$ cat src/rtl/program_sequencer.sv
// Program sequencer: loads host instruction words into program memory (stage 00),
// then steps FETCH/DECODE/EXECUTE (01/10/11) with halt, restart and an executed-instruction counter.
// Ports: clk/rst_n; load_start/run_start/halt_req commands; load_valid/load_data/load_last/load_ready
// host handshake; stage/core_en to control logic; pmem_we/pmem_addr/pmem_wdata write port;
// prog_len/load_full/running/instr_count status.
module program_sequencer #(
  parameter int PROG_DEPTH = 256,
  parameter int ADDR_W     = 8,
  parameter int INSTR_W    = 12,
  parameter int CNT_W      = 16
) (
  input  logic               clk,
  input  logic               rst_n,
  input  logic               load_start,
  input  logic               run_start,
  input  logic               halt_req,
  input  logic               load_valid,
  input  logic [INSTR_W-1:0] load_data,
  input  logic               load_last,
  output logic               load_ready,
  output logic [1:0]         stage,
  output logic               core_en,
  output logic               pmem_we,
  output logic [ADDR_W-1:0]  pmem_addr,
  output logic [INSTR_W-1:0] pmem_wdata,
  output logic [ADDR_W:0]    prog_len,
  output logic               load_full,
  output logic               running,
  output logic [CNT_W-1:0]   instr_count
);

  localparam logic [1:0] S_IDLE = 2'd0;
  localparam logic [1:0] S_LOAD = 2'd1;
  localparam logic [1:0] S_RUN  = 2'd2;

  localparam logic [1:0] ST_LOAD    = 2'b00;
  localparam logic [1:0] ST_FETCH   = 2'b01;
  localparam logic [1:0] ST_DECODE  = 2'b10;
  localparam logic [1:0] ST_EXECUTE = 2'b11;

  localparam logic [ADDR_W:0] DEPTH = (ADDR_W+1)'(PROG_DEPTH);

  logic [1:0]      state;
  // One bit wider than the memory address so "all PROG_DEPTH slots used" is representable.
  logic [ADDR_W:0] wr_addr;
  // Set once the final beat is accepted; holds LOAD for the cycle its write issues.
  logic            load_done;
  logic            halt_lat;
  logic            accept;
  logic            last_slot;

  assign load_ready = (state == S_LOAD) && !load_done && (wr_addr < DEPTH);
  assign accept     = load_valid && load_ready;
  assign last_slot  = (wr_addr == DEPTH - 1'b1);
  assign core_en    = (state != S_IDLE);
  assign running    = (state == S_RUN);

  always_ff @(posedge clk) begin
    if (!rst_n) begin
      state       <= S_IDLE;
      stage       <= ST_LOAD;
      wr_addr     <= '0;
      load_done   <= 1'b0;
      halt_lat    <= 1'b0;
      pmem_we     <= 1'b0;
      pmem_addr   <= '0;
      pmem_wdata  <= '0;
      prog_len    <= '0;
      load_full   <= 1'b0;
      instr_count <= '0;
    end else begin
      // Write port is a one-cycle registered copy of the accepted beat.
      pmem_we <= accept;
      if (accept) begin
        pmem_addr  <= wr_addr[ADDR_W-1:0];
        pmem_wdata <= load_data;
      end

      case (state)
        S_IDLE: begin
          // stage is left untouched here so the control logic sees its last value.
          if (load_start) begin
            state     <= S_LOAD;
            stage     <= ST_LOAD;
            wr_addr   <= '0;
            load_full <= 1'b0;
            load_done <= 1'b0;
          end else if (run_start && (prog_len != '0)) begin
            state    <= S_RUN;
            stage    <= ST_FETCH;
            halt_lat <= 1'b0;
          end
        end

        S_LOAD: begin
          if (load_done) begin
            state <= S_IDLE;
          end else if (accept) begin
            wr_addr <= wr_addr + 1'b1;
            if (load_last || last_slot) begin
              prog_len  <= wr_addr + 1'b1;
              load_full <= !load_last;
              load_done <= 1'b1;
            end
          end
        end

        S_RUN: begin
          if (halt_req) halt_lat <= 1'b1;
          case (stage)
            ST_FETCH:  stage <= ST_DECODE;
            ST_DECODE: stage <= ST_EXECUTE;
            ST_EXECUTE: begin
              if (!(&instr_count)) instr_count <= instr_count + 1'b1;
              // A halt seen in this same EXECUTE cycle still stops here.
              if (halt_lat || halt_req) begin
                state    <= S_IDLE;
                halt_lat <= 1'b0;
              end else begin
                stage <= ST_FETCH;
              end
            end
            default:   stage <= ST_FETCH;
          endcase
        end

        default: state <= S_IDLE;
      endcase
    end
  end

endmodule
$ cat config.mk
export PLATFORM = sky130hd
export DESIGN_NAME = program_sequencer
export DESIGN_NICKNAME = d
export VERILOG_FILES = /design/src/rtl/program_sequencer.sv
export SDC_FILE = /design/constraint.sdc
export NUM_CORES = 1
export LEC_CHECK = 0
export BUFFER_PORTS_ARGS = -buffer_cell sky130_fd_sc_hd__clkbuf_2
export CAP_MARGIN = 5
export CORE_ASPECT_RATIO = 1.4
export CORE_MARGIN = 2
export CORE_UTILIZATION = 45
export DETAILED_ROUTE_END_ITERATION = 8
export GPL_ROUTABILITY_DRIVEN = 0
export PLACE_DENSITY = 0.72
export RECOVER_POWER = 25
export SLEW_MARGIN = 20
export SYNTH_ARGS = -nofsm -noshare
export SYNTH_HDL_FRONTEND = slang
export SYNTH_SLANG_ARGS = --single-unit
$ cat constraint.sdc
create_clock -name clk -period 1.88 [get_ports clk]
set_clock_uncertainty 0.15 [all_clocks]
set_input_delay 0.376 -clock clk [delete_from_list [all_inputs] [get_ports clk]]
set_output_delay 0.376 -clock clk [all_outputs]
set_load 0.005 [all_outputs]
* Word-level counts from Yosys, hierarchy flattened
Index checks and enable logic that the tools add are counted.
Cells by class: mux-type cells 30, shifts and indexed selects 0, bitwise operators 2, add/sub/neg operators 2, multipliers 0, reductions and logical operators 22, div/mod/pow operators 0, eq/ne operators 17, $lt $le $gt $ge 1
Operator list (number):
- 9-bit two-way mux | 3
- 9-bit case mux with 2 select lines | 1
- 16-bit by 1-bit adder with 16-bit output, second input constant | 1
- 2-bit two-way mux | 8
- 16-bit AND reduction | 1
- 1-bit two-way mux | 12
- 2-bit inequality test, second input constant | 6
- 2-bit case mux with 3 select lines | 2
- 4-bit AND reduction | 3
- 9-bit by 1-bit adder with 9-bit output, second input constant | 1
- 9-bit by 8-bit == test with 1-bit output, second input constant | 1
- 9-bit < comparator, second input constant | 1
- 3-bit AND reduction | 3
- 9-bit nonzero test | 1
- 2-bit == test, second input constant | 3
- 2-bit by 1-bit inequality test with 1-bit output, second input constant | 3
- 3-bit inequality test, second input constant | 2
- 1-bit case mux with 2 select lines | 3
- 2-bit nonzero test | 3
- 5-bit AND reduction | 1
- 2-bit by 1-bit == test with 1-bit output, second input constant | 2
- 1-bit logical AND | 4
- 2-bit case mux with 2 select lines | 1
- 1-bit zero test | 2
- 4 further kinds | 6
Word-level totals: memories 0, ROM bits 0, word-level logic and storage cells 85, bits in writable memories 0, bits in latches 0, register bits after elaboration 62, output and inout bits 52

* Logic depth before layout (Yosys ltp)
depth in word-level cells 7, depth in mapped cells 10, mapped depth without buffers 8

* Worst setup path before layout
No wires, ideal clock.
kind reg2reg, start point register wr_addr[0], end point register load_full, setup time 134 ps, arrival time 1801 ps, buffers on the path 2, path slack -205 ps, clock period less this slack 2085 ps, data required time 1596 ps, stages on the path, launching flop included 10, cell sequence dfxtp_1 > ha_1 > nand2_1 > nor2_1 > and3_1 > ha_1 > o211a_1 > buf_2 > buf_2 > o221ai_1
On the way: word-level cells in the longest chain between the ends 5
Ends and longest elaborated chain:
- from (decl) | line 45 | logic [ADDR_W:0] wr_addr;
- from (signal assigned) | line 99 | wr_addr <= wr_addr + 1'b1;
- 9-bit < comparator | line 52 | assign load_ready = (state == S_LOAD) && !load_done && (wr_addr < DEPTH);
- 1-bit logical AND | line 52
- 1-bit logical AND | line 53 | assign accept = load_valid && load_ready;
- 2-bit inequality test (no line)
- 5-bit AND reduction (no line) *
- to (signal assigned) | line 102 | load_full <= !load_last;
- to (decl) | line 27 | output logic load_full,
Mark *: on every way between the ends. The rest lies on a longest branch, timed or not. A chain may end at the register's enable or synchronous reset.

* Final worst setup path
start point register wr_addr[0], end point register prog_len[1]
On the way: word-level cells in the longest chain between the ends 4
Ends and longest elaborated chain:
- 9-bit < comparator | line 52
- 1-bit logical AND | line 52
- 1-bit logical AND | line 53
- 4-bit AND reduction (no line)
- to (signal assigned) | line 101 | prog_len <= wr_addr + 1'b1;
- to (decl) | line 26 | output logic [ADDR_W:0] prog_len,
Parallel ways exist; a longest one is shown, timed or not.

==> results.yml <==
power_and_ir_drop:
  p_per_area_nw_per_um2: 780
  power.leakage_nw: 1.55
  peakVddDrop_mv: 0.652
grt:
  overflow: 0
  grt_max_degree: 33
  grt_pass1_vias: 2738
  antenna_found_initial: 0
  grt_pass1_wl_um: 11900
  grt_usage_pct: 21.6
yosys:
  synth-seq-cells: 62
  synthTopCellsByCount: "dfxtp_1, nand2_1, a21oi_1"
  yosys_warnings: 0
  synth_most_common_cell: "dfxtp_1"
  synth_nets: 357
  yosysUniqueCellTypes: 49
  synth_area_leader_cell: "dfxtp_1"
  syn-instance-count: 333
  yosys-top-cells-area: "dfxtp_1, nand2_1, a21oi_1, ha_1, mux2i_1"
  yosysSeqAreaShare_pct: 44.3
  synthArstFlopShare_pct: 0
  avgSynthCellArea_um2: 8.42
  synthFlopType: "dfxtp_1"
  synth_area_um2: 2800
  synth_edf_count: 0
  synth_top_area_share_pct: 44.3
cells_and_area:
  multiInputGateArea_um2: 1510
  seq_area_um2: 1250
  antennaDiodeCount: 0
  final_net_count: 461
  fin_area_um2: 3820
  drive_gt1_share_pct: 32.7
  syn2layout_area_growth_pct: 36.4
  fin_util_pct: 62.4
  nFillCells: 550
clocking:
  cts_root_buf: "clkbuf_8"
  postCtsHoldBufs: 0
  cts_tree: "built"
  clkLatencyLatePin_ns: 0.34
  numCtsBuffers: 9
  cts_max_level: 3
  cts.clk_slew.worst_paths_ns: 0.07
  clock-sinks: 62
  clk_path_buf_depth: 2
sta:
  rsz0062_at_grt: "true"
  min_period_ns: 1.83
  fmax_ghz: 0.545
  hold_viol_final: 0
  relSlewSlack_pct: 73.3
  period_share_pct: 97.5
  tns_ns: 0
  tightestPinTransition_ns: 0.395
  setup_viol: 0
  maxSlewViolCount: 0
critical_path:
  end_kind: "flop"
  worstPathArrival_ns: 1.90
  cp_max_fo: 6
  cp.required_ns: 1.95
  r2r_start: "wr_addr[0]$_SDFFE_PN0P_"
  reg2reg_depth: 9
  start_kind: "flop"
  worstSetupPathType: "reg2reg"
  cp-startpoint: "wr_addr[0]$_SDFFE_PN0P_"
routing:
  num_vias: 2893
  post_drt_wl_per_cell_um: 15.2
  drc: 0
  viasPerCell: 5.64
  routed_wl_um: 7780
  first_iter_violations: 129
  ant_nets: 0
  drtPass1Iterations: 4
placement:
  dpl_cell_area_um2: 3500
  portBuffers: 70
  hpwlAfterDp_um: 5500
worst_hold_path:
  worst_hold_path_type: "in2reg"
  min_path_cells: 3
  hp-start: "load_data[5]"
run:
  cap_violations: 0
floorplan:
  die_w_um: 70.7
  core-area_um2: 6130
  start_util_pct: 45.8
  fp.dieH_um: 97.4
  rows: 34
  io_pins: 71
  dieArea_um2: 6880
run_status:
  run_status: "complete, no violations"
[cells by family (layout without fill, tap and decap cells)]
kind of cell | after synthesis | count (layout) | synth area share, %
AOI/OAI and AO/OA | 84 | 84 | 18.8
DFF | 62 | 62 | 44.3
xor gates and xnor gates | 5 | 5 | 1.56
muxes | 7 | 7 | 2.54
and+or+nand+nor | 137 | 137 | 25.8
adders and majority gates | 5 | 5 | 2.23
buffers and inverters | 33 | 141 | 4.82
[area by class of cell]
| type | instances | area share, % |
|---|---|---|
| clock buffers | 11 | 3.96 |
| clock inverters | 4 | 1.83 |
| inverters | 14 | 1.37 |
| multi-input cells | 238 | 39.4 |
| flip-flops and latches | 62 | 32.7 |
| well taps | 72 | 2.36 |
| repair buffers | 112 | 18.4 |
[final timing paths]
check | endpoint | slack (ns)
worst min register to register | pmem_wdata[7]$_SDFFE_PN0P_ | 0.31
worst min-delay path | pmem_wdata[5]$_SDFFE_PN0P_ | 0.1
worst max register to register | prog_len[1]$_SDFFE_PN0P_ | 0.05
worst max-delay path | prog_len[1]$_SDFFE_PN0P_ | 0.05
[stage by stage]
step	power, W	hold WS (ns)	std cells	setup slack (ns)
floorplan	0.00154	0.303	333	0.00716
global placement	0.00167	0.292	496	0.0540
detailed placement	0.00167	0.301	496	0.0167
CTS	0.00299	0.0851	511	-0.00782
global route	0.00309	0.0860	513	-0.0366
finish	0.00298	0.0985	513	0.0463
[registers in the layout (all words and copies together), names as in the netlist]
name / flops
halt_lat: 1
prog_len: 9
load_full: 1
pmem_addr: 8
pmem_wdata: 12
pmem_we: 1
wr_addr: 9
stage: 2
load_done: 1
instr_count: 16
state: 2
[where the power goes]
part | internal [W] | total, W | switching, W | leakage (nW)
registers | 0.00135 | 0.00137 | 0.0000253 | 0.504
logic | 0.000135 | 0.000301 | 0.000166 | 0.931
clock network | 0.000806 | 0.00131 | 0.000501 | 0.115
total | 0.00229 | 0.00298 | 0.000693 | 1.55
[what timing repair did]
| item | in CTS | in global routing |
|---|---|---|
| cloned | 0 | 1 |
| endpoints found under the setup margin | 2 | 17 |
| setup buffers | 0 | 1 |
| resized for setup | 2 | 19 |
| pin swaps | 1 | 6 |
| endpoints found under the hold margin | 0 | 0 |
[critical path, cell delays in order (launching register included)]
cell	delay (ns)
dfxtp_2	0.34
ha_4	0.16
nand2_2	0.06
nor2_2	0.03
and3_1	0.17
ha_2	0.17
o211a_4	0.28
buf_12	0.14
mux2i_1	0.14
nor2_1	0.06
[placed cells by master, fill, tap and decap left out, types with 8 or more instances in the layout]
cell       n
clkbuf_8  11
inv_1     13
nand3_1    8
a21oi_1   39
clkbuf_2  62
dfxtp_1   56
nor2_1    13
o21ai_0    9
clkbuf_1   8
nand2_1   55
buf_4     38
[layer usage]
metal / routed length (µm) / track usage, % / share of wire, %
met1: 3070 / 22.4 / 39
met2: 4200 / 39.3 / 54
met3: 313 / 6.22 / 4.0
met4: 193 / 9.87 / 2.5
met5: 0 / 0 / 0
Note: power is estimated with default switching activity, not from simulation.
